$ cat src/rtl/fifo.sv
// fifo: single-clock FIFO of 3-bit {rs2, rs1, rs} samples with registered flags and error pulses
module fifo #(
  parameter int DEPTH = 16,
  parameter int ADDR_WIDTH = 4
) (
  input  logic                  clk,
  input  logic                  reset,
  input  logic                  rs,
  input  logic                  rs1,
  input  logic                  rs2,
  input  logic                  enable,
  input  logic                  rd,
  output logic [2:0]            dout,
  output logic [ADDR_WIDTH:0]   count,
  output logic                  empty,
  output logic                  full,
  output logic                  wr_err,
  output logic                  rd_err
);
  logic [2:0]            mem [DEPTH];
  logic [ADDR_WIDTH-1:0] wptr, rptr;
  logic                  push, pop;
  logic [ADDR_WIDTH:0]   count_nx;
  // A pop frees a slot in the same cycle, so a full FIFO still accepts a write alongside a read
  always_comb begin
    pop = rd && !empty;
    push = enable && (!full || pop);
    count_nx = push && !pop ? count + 1'b1 : pop && !push ? count - 1'b1 : count;
  end
  // Storage is deliberately left out of reset; only pointers define validity
  always_ff @(posedge clk)
    if (push) mem[wptr] <= {rs2, rs1, rs};
  // Pointers, occupancy, registered flags, read data and one-cycle error pulses
  always_ff @(posedge clk or negedge reset)
    if (!reset) begin
      wptr <= '0;
      rptr <= '0;
      count <= '0;
      empty <= 1'b1;
      full <= 1'b0;
      dout <= '0;
      wr_err <= 1'b0;
      rd_err <= 1'b0;
    end else begin
      if (push) wptr <= wptr + 1'b1;
      if (pop) begin
        rptr <= rptr + 1'b1;
        dout <= mem[rptr];
      end
      count <= count_nx;
      empty <= count_nx == '0;
      full <= count_nx == (ADDR_WIDTH+1)'(DEPTH);
      wr_err <= enable && full && !rd;
      rd_err <= rd && empty;
    end
endmodule

$ cat config.mk
export PLATFORM = sky130hd
export DESIGN_NAME = fifo
export DESIGN_NICKNAME = d
export VERILOG_FILES = /design/src/rtl/fifo.sv
export SDC_FILE = /design/constraint.sdc
export NUM_CORES = 1
export LEC_CHECK = 0
export CORE_MARGIN = 2
export CORE_UTILIZATION = 51
export DETAILED_ROUTE_END_ITERATION = 6
export GPL_TIMING_DRIVEN = 0
export HOLD_SLACK_MARGIN = 0.02
export PLACE_DENSITY_LB_ADDON = 0.12
export SYNTH_ARGS = -nofsm -noshare
export SYNTH_HDL_FRONTEND = slang
export SYNTH_SLANG_ARGS = --single-unit
$ cat constraint.sdc
create_clock -name clk -period 2.4 [get_ports clk]
set_clock_uncertainty 0.15 [all_clocks]
set_input_delay 0.72 -clock clk [delete_from_list [all_inputs] [get_ports clk]]
set_output_delay 0.72 -clock clk [all_outputs]
set_load 0.01 [all_outputs]
==> impl_metrics.tcl, run 1 <==
set metrics [dict create \
    drive_gt1_frac 0.137 \
    critical_path_class "flip-flop to output port" \
    cts-root-buf "clkbuf_8" \
    drtPass1Iterations 4 \
    initial_core_util 0.521 \
    final_common_cell "edfxtp_1" \
    synth_area_um2 3030 \
    hp-start "dout[1]" \
    yosys_most_used_dff "edfxtp_1" \
    pin_count 19 \
    crit_arrival_ns 1.47 \
    clk_path_buf_depth 2 \
    ir_worst_vdd_mv 0.567 \
    leakagePower_nw 1.33 \
    cpLargestDelayFamily "buffers and inverters" \
    n_antenna_cell 0 \
    nets 257 \
    syn_nets 229 \
    grt_pass1_wl_mm 8.96 \
    vias 1732 \
    cap_violations 0 \
    grt_usage 0.192 \
    rows 28 \
    synth_cell_types 46 \
    multi_input_area_um2 1020 \
    synthCells 215 \
    clock-sinks 68 \
    dp_hpwl_mm 3.71 \
    grt_max_degree 21 \
    cts_made_buffers 9 \
    maxSlewHeadroom 0.352 \
    chipHeight_um 81.1 \
    reg2regPathDepth 5 \
    path_clk_slew_ns 0.06 \
    avgViaCountPerCell 5.36 \
    post-route-util 0.604 \
    drc 0 \
    worstReg2RegEnd "full" \
    tns_ns 0 \
    cp_cell_sequence "clkdlybuf4s50_1" \
    holdPathStages 2 \
    fmax_mhz 427 \
    yosysWarnings 0 \
    clkLatencyLatePin_ns 0.33 \
    wirelength_mm 5.35 \
    io_buffers 17 \
    wl_per_cell_um 16.5 \
    reg2reg_setup_slack_ns 0.51 \
    globalRoute.totalOverflow 0 \
    dieArea_um2 6580 \
    antenna_found_initial 0 \
    outcome "finished clean" \
    die_w_um 81.1 \
    final_max_slew_viol_count 0 \
    cp_max_fo 8 \
    rsz0062_at_grt "no" \
    hold_viol_final 0 \
    period_share 0.976 \
    tightest_slew_ns 0.968 \
    critPathSlowestCell "clkdlybuf4s50_1" \
    routabilityCongestion 0.787 \
    r2r_start "count[0]" \
    ant_nets 0 \
    synth_edf_count 48 \
    first_iter_violations 109 \
    htree_levels 3 \
    holdCritPathClass "flip-flop to flip-flop" \
    ctsHoldBuffers 0 \
    ff_latch_area_um2 1940 \
    end_kind "output port" \
    coreArea_um2 5820 \
    ys_async_sr_fraction 0.294 \
    setup_viol 0 \
    synth-seq-cells 68 \
    cp_num_buf_inv 1 \
    cp_data_required_time_ns 1.53 \
    nFillCells 489 \
    syn_area_per_cell_um2 14.1 \
    syn_to_final_growth_pct 15.8 \
    finalPower_mw 3.99 \
    critPathLaunchType "flip-flop" \
    power_density_nw_per_um2 1140 \
    cts_tree "yes" \
    min_period_ns 2.34 \
    final_cell_mix "edfxtp_1, mux2i_1, dfrtp_1" \
    synth.yosys.seq_area_share 0.641 \
    min_to "dout[1]" \
    grt_pass1_vias 1772 \
    cpPeakStageDelay_ns 0.61 \
]
==> worst max-delay path by stage <==
stage	from	endpoint	slack [ns]	depth (start not counted)
finish	full	full	0.06	1
detailed placement	rd	mem[7][2]	-0.51	5
global placement	rd	mem[7][0]	-0.52	5
floorplan	enable	mem[7][0]	0.36	4
CTS	full	full	0.04	1
global route	full	full	0.01	1
==> cell usage after synthesis (all sizes together) (2+ instances only) <==
cell	count	area (um^2)
edfxtp	48	1440
mux2i	20	200
dfrtp	19	475
nand2	16	60.1
buf	9	72.6
xnor2	9	78.8
and3	7	43.8
ha	7	87.6
nand4	6	37.5
nor2	6	25.0
nor2b	6	37.5
o21ai	6	30.0
nor3	5	30.0
a211oi	4	30.0
a22oi	4	30.0
and2	4	26.3
and4	4	35.0
inv	4	15.0
nand3	4	20.0
a21oi	3	15.0
a31oi	3	18.8
a22o	2	17.5
clkbuf	2	7.51
nor3b	2	20.0
==> logic make-up after synthesis <==
| group | after synthesis | share of synthesized area |
|---|---|---|
| buffers and inverters | 15 | 0.0314 |
| multiplexers | 21 | 0.0697 |
| AO/OA/AOI/OAI | 29 | 0.0693 |
| XOR/XNOR | 10 | 0.0289 |
| adder cells (fa/ha/maj) | 7 | 0.0289 |
| AND/OR/NAND/NOR | 65 | 0.131 |
| flip-flops | 68 | 0.641 |
==> state kept, by name (all words and copies together), names as in the netlist <==
signal  count
count       5
rptr        4
wptr        4
wr_err      1
mem        48
empty       1
full        1
rd_err      1
dout        3
==> per-stage QoR <==
stage	cells	hold slack, ns	setup WS, ns	area (um^2)
6_report	323	0.327	0.0576	3510
5_1_grt	323	0.357	0.0104	3510
4_1_cts	323	0.333	0.0384	3510
3_3_place_gp	307	0.310	-0.523	3300
3_5_place_dp	307	0.319	-0.511	3300
2_1_floorplan	215	0.274	0.364	3030
==> tightest hold or removal path, cell delays in order (launching register included) <==
cell and delay [ns]:
dfrtp_1 0.35, nand2_1 0.05, nand2_1 0.05
==> what timing repair did <==
item | 4_1_cts | 5_1_grt
resized for setup | 5 | 1
buffers inserted | 0 | 0
pin swaps | 0 | 0
endpoints found under the setup margin | 9 | 12
==> routing by layer <==
layer / part of all wire / track usage / up-vias
li1: - / - / 864
met1: 0.45 / 0.250 / 824
met2: 0.49 / 0.309 / 33
met3: 0.034 / 0.0433 / 11
met4: 0.019 / 0.0864 / 0
met5: 0 / 0 / -
==> layout make-up <==
class / instances / share of cell area
flip-flops and latches: 68 / 0.553
multi-input cells: 132 / 0.292
clock buffers: 15 / 0.0506
repair buffers: 17 / 0.0492
well taps: 75 / 0.0267
plain buffers: 11 / 0.0228
inverters: 4 / 0.00428
clock inverters: 1 / 0.00143
==> report_power, final <==
| part | switching (mW) | total [mW] | internal [mW] |
|---|---|---|---|
| registers | 0.169 | 1.67 | 1.50 |
| clock network | 0.386 | 0.852 | 0.467 |
| logic | 0.800 | 1.47 | 0.671 |
Note: power is estimated with default switching activity, not from simulation.
==> inputs of run 2 (changes only) <==
Clock period 2.4 ns to 2.1 ns, I/O delays scaled along.
==> impl_metrics.tcl, run 2 (synthesis gave the netlist of run 1 again) <==
set metrics [dict create \
    outcome "finished clean" \
    dpl_worst_slack_ns -0.721 \
    cts_made_buffers 9 \
    cp_max_fo 2 \
    setup_viol 0 \
    pin_count 19 \
    avgViaCountPerCell 5.40 \
    stdcell_count 328 \
    hold_viol_final 0 \
    antenna_found_initial 0 \
    tns_ns 0 \
    path_clk_slew_ns 0.07 \
    post-route-util 0.610 \
    dieArea_um2 6580 \
    fmax_mhz 493 \
    cpLargestDelayFamily "buffers and inverters" \
    clk_path_buf_depth 2 \
    grt_pass1_vias 1817 \
    holdPathStages 2 \
    cp_data_required_time_ns 1.32 \
    nets 262 \
    maxSlewHeadroom 0.355 \
    critical_path_class "flip-flop to output port" \
    holdCritPathClass "flip-flop to flip-flop" \
    critPathSlowestCell "clkdlybuf4s50_1" \
    min_period_ns 2.03 \
    cts_tree "yes" \
    ctsHoldBuffers 0 \
    tightest_slew_ns 0.965 \
    cpPeakStageDelay_ns 0.55 \
    dp_hpwl_mm 3.71 \
    grt_max_degree 21 \
    grt_pass1_wl_mm 9.08 \
    syn_to_final_growth_pct 17.0 \
    ant_nets 0 \
    cp_num_buf_inv 1 \
    period_share 0.965 \
    coreArea_um2 5820 \
    post-place-cells 307 \
    drtPass1Iterations 4 \
    crit_arrival_ns 1.25 \
    ir_worst_vdd_mv 0.624 \
    finalPower_mw 4.64 \
    drc 0 \
    nFillCells 489 \
    vias 1772 \
    io_buffers 17 \
    power_density_nw_per_um2 1310 \
    cts-root-buf "clkbuf_8" \
    routabilityCongestion 0.787 \
    cap_violations 0 \
    rsz0062_at_grt "no" \
    chipHeight_um 81.1 \
    rows 28 \
    grt_usage 0.195 \
    drive_gt1_frac 0.162 \
    htree_levels 3 \
    die_w_um 81.1 \
    leakagePower_nw 1.35 \
    reg_top3 "mem x48, count x5" \
    first_iter_violations 93 \
    end_kind "output port" \
    n_antenna_cell 0 \
    clkLatencyLatePin_ns 0.33 \
    cp.depth 1 \
    initial_core_util 0.521 \
    globalRoute.totalOverflow 0 \
    clock-sinks 68 \
    final_common_cell "edfxtp_1" \
    largest_register_ffs 48 \
    critPathLaunchType "flip-flop" \
    wirelength_mm 5.41 \
    final_cell_mix "edfxtp_1, mux2i_1, dfrtp_1" \
    cp_cell_sequence "clkdlybuf4s50_1" \
    largest-register "mem" \
    reg2regPathDepth 6 \
    finalWorstSetupSlack_ns 0.0728 \
    wl_per_cell_um 16.5 \
    final_max_slew_viol_count 0 \
]
[run 2: power by group]
group          internal (mW)  leakage (nW)  switching (mW)
clock                  0.533        0.0929           0.447
combinational          0.817         0.582           0.983
sequential              1.72         0.673           0.143
total                   3.07          1.35            1.57
[run 2: path summary, 6_finish.rpt]
path	from	endpoint	slack [ns]
min in group asynchronous	reset	rptr[1]	0.68
max	count[3]	count[3]	0.07
min	dout[1]	dout[1]	0.33
max reg2reg	count[0]	full	0.16
min reg2reg	dout[1]	dout[1]	0.33
max in group asynchronous	reset	full	0.47
[run 2: layer usage]
metal	part of all wire	track usage	routed length, um	up-vias
li1	-	-	-	871
met1	0.45	0.248	2420	853
met2	0.50	0.317	2730	38
met3	0.033	0.0467	181	10
met4	0.015	0.0898	80	0
met5	0	0	0	-
[run 2: timing repair]
item	4_1_cts	5_1_grt
setup endpoints to repair	48	0
resized for setup	9	0
setup buffers	5	0
[run 2: layout make-up]
cell class,count,area [um^2],share of cell area
clock inverters,1,5.00,0.00141
clock buffers,15,178,0.0501
repair buffers,22,205,0.0579
multi-input cells,132,1020,0.289
inverters,4,15.0,0.00423
flip-flops and latches,68,1950,0.549
well taps,75,93.8,0.0265
plain buffers,11,80.1,0.0226
[run 2: metrics by stage]
| stage | hold WS (ns) | instance area [um^2] |
|---|---|---|
| after floorplan | 0.184 | 3030 |
| after global placement | 0.310 | 3300 |
| after detailed placement | 0.319 | 3300 |
| after CTS | 0.333 | 3550 |
| after global routing | 0.357 | 3550 |
| final | 0.327 | 3550 |
==> inputs of run 3 (changes only) <==
Settings changed: GPL_TIMING_DRIVEN 0 to 1.
==> impl_metrics.tcl, run 3 (synthesis gave the netlist of run 1 again) <==
set metrics [dict create \
    period_share 0.971 \
    avgViaCountPerCell 5.53 \
    routabilityCongestion 0.797 \
    largest_register_ffs 48 \
    nFillCells 484 \
    cts-root-buf "clkbuf_8" \
    wl_per_cell_um 17.5 \
    wirelength_mm 5.87 \
    clock-sinks 68 \
    cpPeakStageDelay_ns 0.54 \
    fmax_mhz 490 \
    critical_path_class "flip-flop to output port" \
    cts_made_buffers 9 \
    finalWorstSetupSlack_ns 0.0612 \
    antenna_found_initial 0 \
    power_density_nw_per_um2 1300 \
    final_max_slew_viol_count 0 \
    vias 1859 \
    clk_path_buf_depth 2 \
    ff_latch_area_um2 1950 \
    finalPower_mw 4.69 \
    cap_violations 0 \
    cp_cell_sequence "clkdlybuf4s50_1" \
    first_iter_violations 82 \
    pin_count 19 \
    crit_arrival_ns 1.26 \
    hold-worst-slack_ns 0.326 \
    leakagePower_nw 1.40 \
    post-route-util 0.620 \
    maxSlewHeadroom 0.702 \
    rows 28 \
    min_period_ns 2.04 \
    drtPass1Iterations 4 \
    path_clk_slew_ns 0.07 \
    htree_levels 3 \
    ir_worst_vdd_mv 0.881 \
    drc 0 \
    globalRoute.totalOverflow 0 \
    ctsHoldBuffers 0 \
    reg_top3 "mem x48, count x5" \
    end_kind "output port" \
    hold_viol_final 0 \
    dpl_worst_slack_ns -0.394 \
    final_common_cell "edfxtp_1" \
    grt_pass1_vias 1859 \
    grt_pass1_wl_mm 9.27 \
    initial_core_util 0.521 \
    cp_data_required_time_ns 1.32 \
    critPathLaunchType "flip-flop" \
    ant_nets 0 \
    setup_viol 0 \
    nets 270 \
    dp_hpwl_mm 4.03 \
    largest-register "mem" \
    final_cell_mix "edfxtp_1, buf_4, mux2i_1" \
    grt_max_degree 31 \
    rsz0062_at_grt "no" \
    chipHeight_um 81.1 \
    dieArea_um2 6580 \
    multi_input_area_um2 993 \
    coreArea_um2 5820 \
    cts_tree "yes" \
    io_buffers 18 \
    cp_max_fo 2 \
    holdCritPathClass "flip-flop to flip-flop" \
    n_antenna_cell 0 \
    cp_num_buf_inv 1 \
    grt_usage 0.202 \
    outcome "finished clean" \
    syn_to_final_growth_pct 18.9 \
    drive_gt1_frac 0.192 \
    tns_ns 0 \
    cpLargestDelayFamily "buffers and inverters" \
    reg2reg_setup_slack_ns 0.11 \
    clkLatencyLatePin_ns 0.34 \
    critPathSlowestCell "clkdlybuf4s50_1" \
    tightest_slew_ns 0.445 \
    die_w_um 81.1 \
]
[run 3: cell types whose count changed in the layout (fill, tap and decap cells not counted), moves of 2 or more]
cell,previous run,this run
dlymetal6s2s_1,0,2
clkinv_1,0,2
buf_2,4,0
buf_4,6,22
clkbuf_1,6,0
buf_6,4,0
clkinvlp_4,0,2
[run 3: what timing repair did]
action,CTS,global route
setup buffers,5,0
resized for setup,4,2
endpoints found under the setup margin,8,33
endpoints found under the hold margin,0,0
cloned,0,0
pin swaps,1,0
[run 3: metal layers]
metal,share of wire,global-route usage
met1,0.40,0.228
met2,0.52,0.340
met3,0.041,0.0489
met4,0.033,0.137
met5,0,0
[run 3: final timing paths]
kind,start,end,depth (start not counted)
setup / recovery,count[1],count[1],1
hold / removal,dout[0],dout[0],2
setup reg to reg,count[0],empty,6
hold reg to reg,dout[0],dout[0],2
max in group asynchronous,reset,empty,2
min in group asynchronous,reset,rd_err,2
[run 3: tightest hold or removal path: cells and delay by family (launching register included)]
family | cells | cell delay [ns]
flip-flops | 1 | 0.34
AND/OR/NAND/NOR | 2 | 0.10
[run 3: layout make-up]
type | instances | share of cell area
clock buffer | 9 | 0.0344
tap | 75 | 0.0260
timing repair buffer | 41 | 0.102
clock inverter | 7 | 0.0184
multi-input combinational | 132 | 0.276
inverter | 4 | 0.00416
sequential | 68 | 0.540
[run 3: report_power, final]
part           total (mW)  internal (mW)  switching [mW]
combinational        1.71          0.828           0.885
sequential           1.95           1.72           0.232
clock                1.02          0.541           0.482
[run 3: stage by stage]
stage	std cells	area, um^2
2_1_floorplan	215	3030
3_3_place_gp	315	3370
3_5_place_dp	315	3370
4_1_cts	336	3600
5_1_grt	336	3610
6_report	336	3610
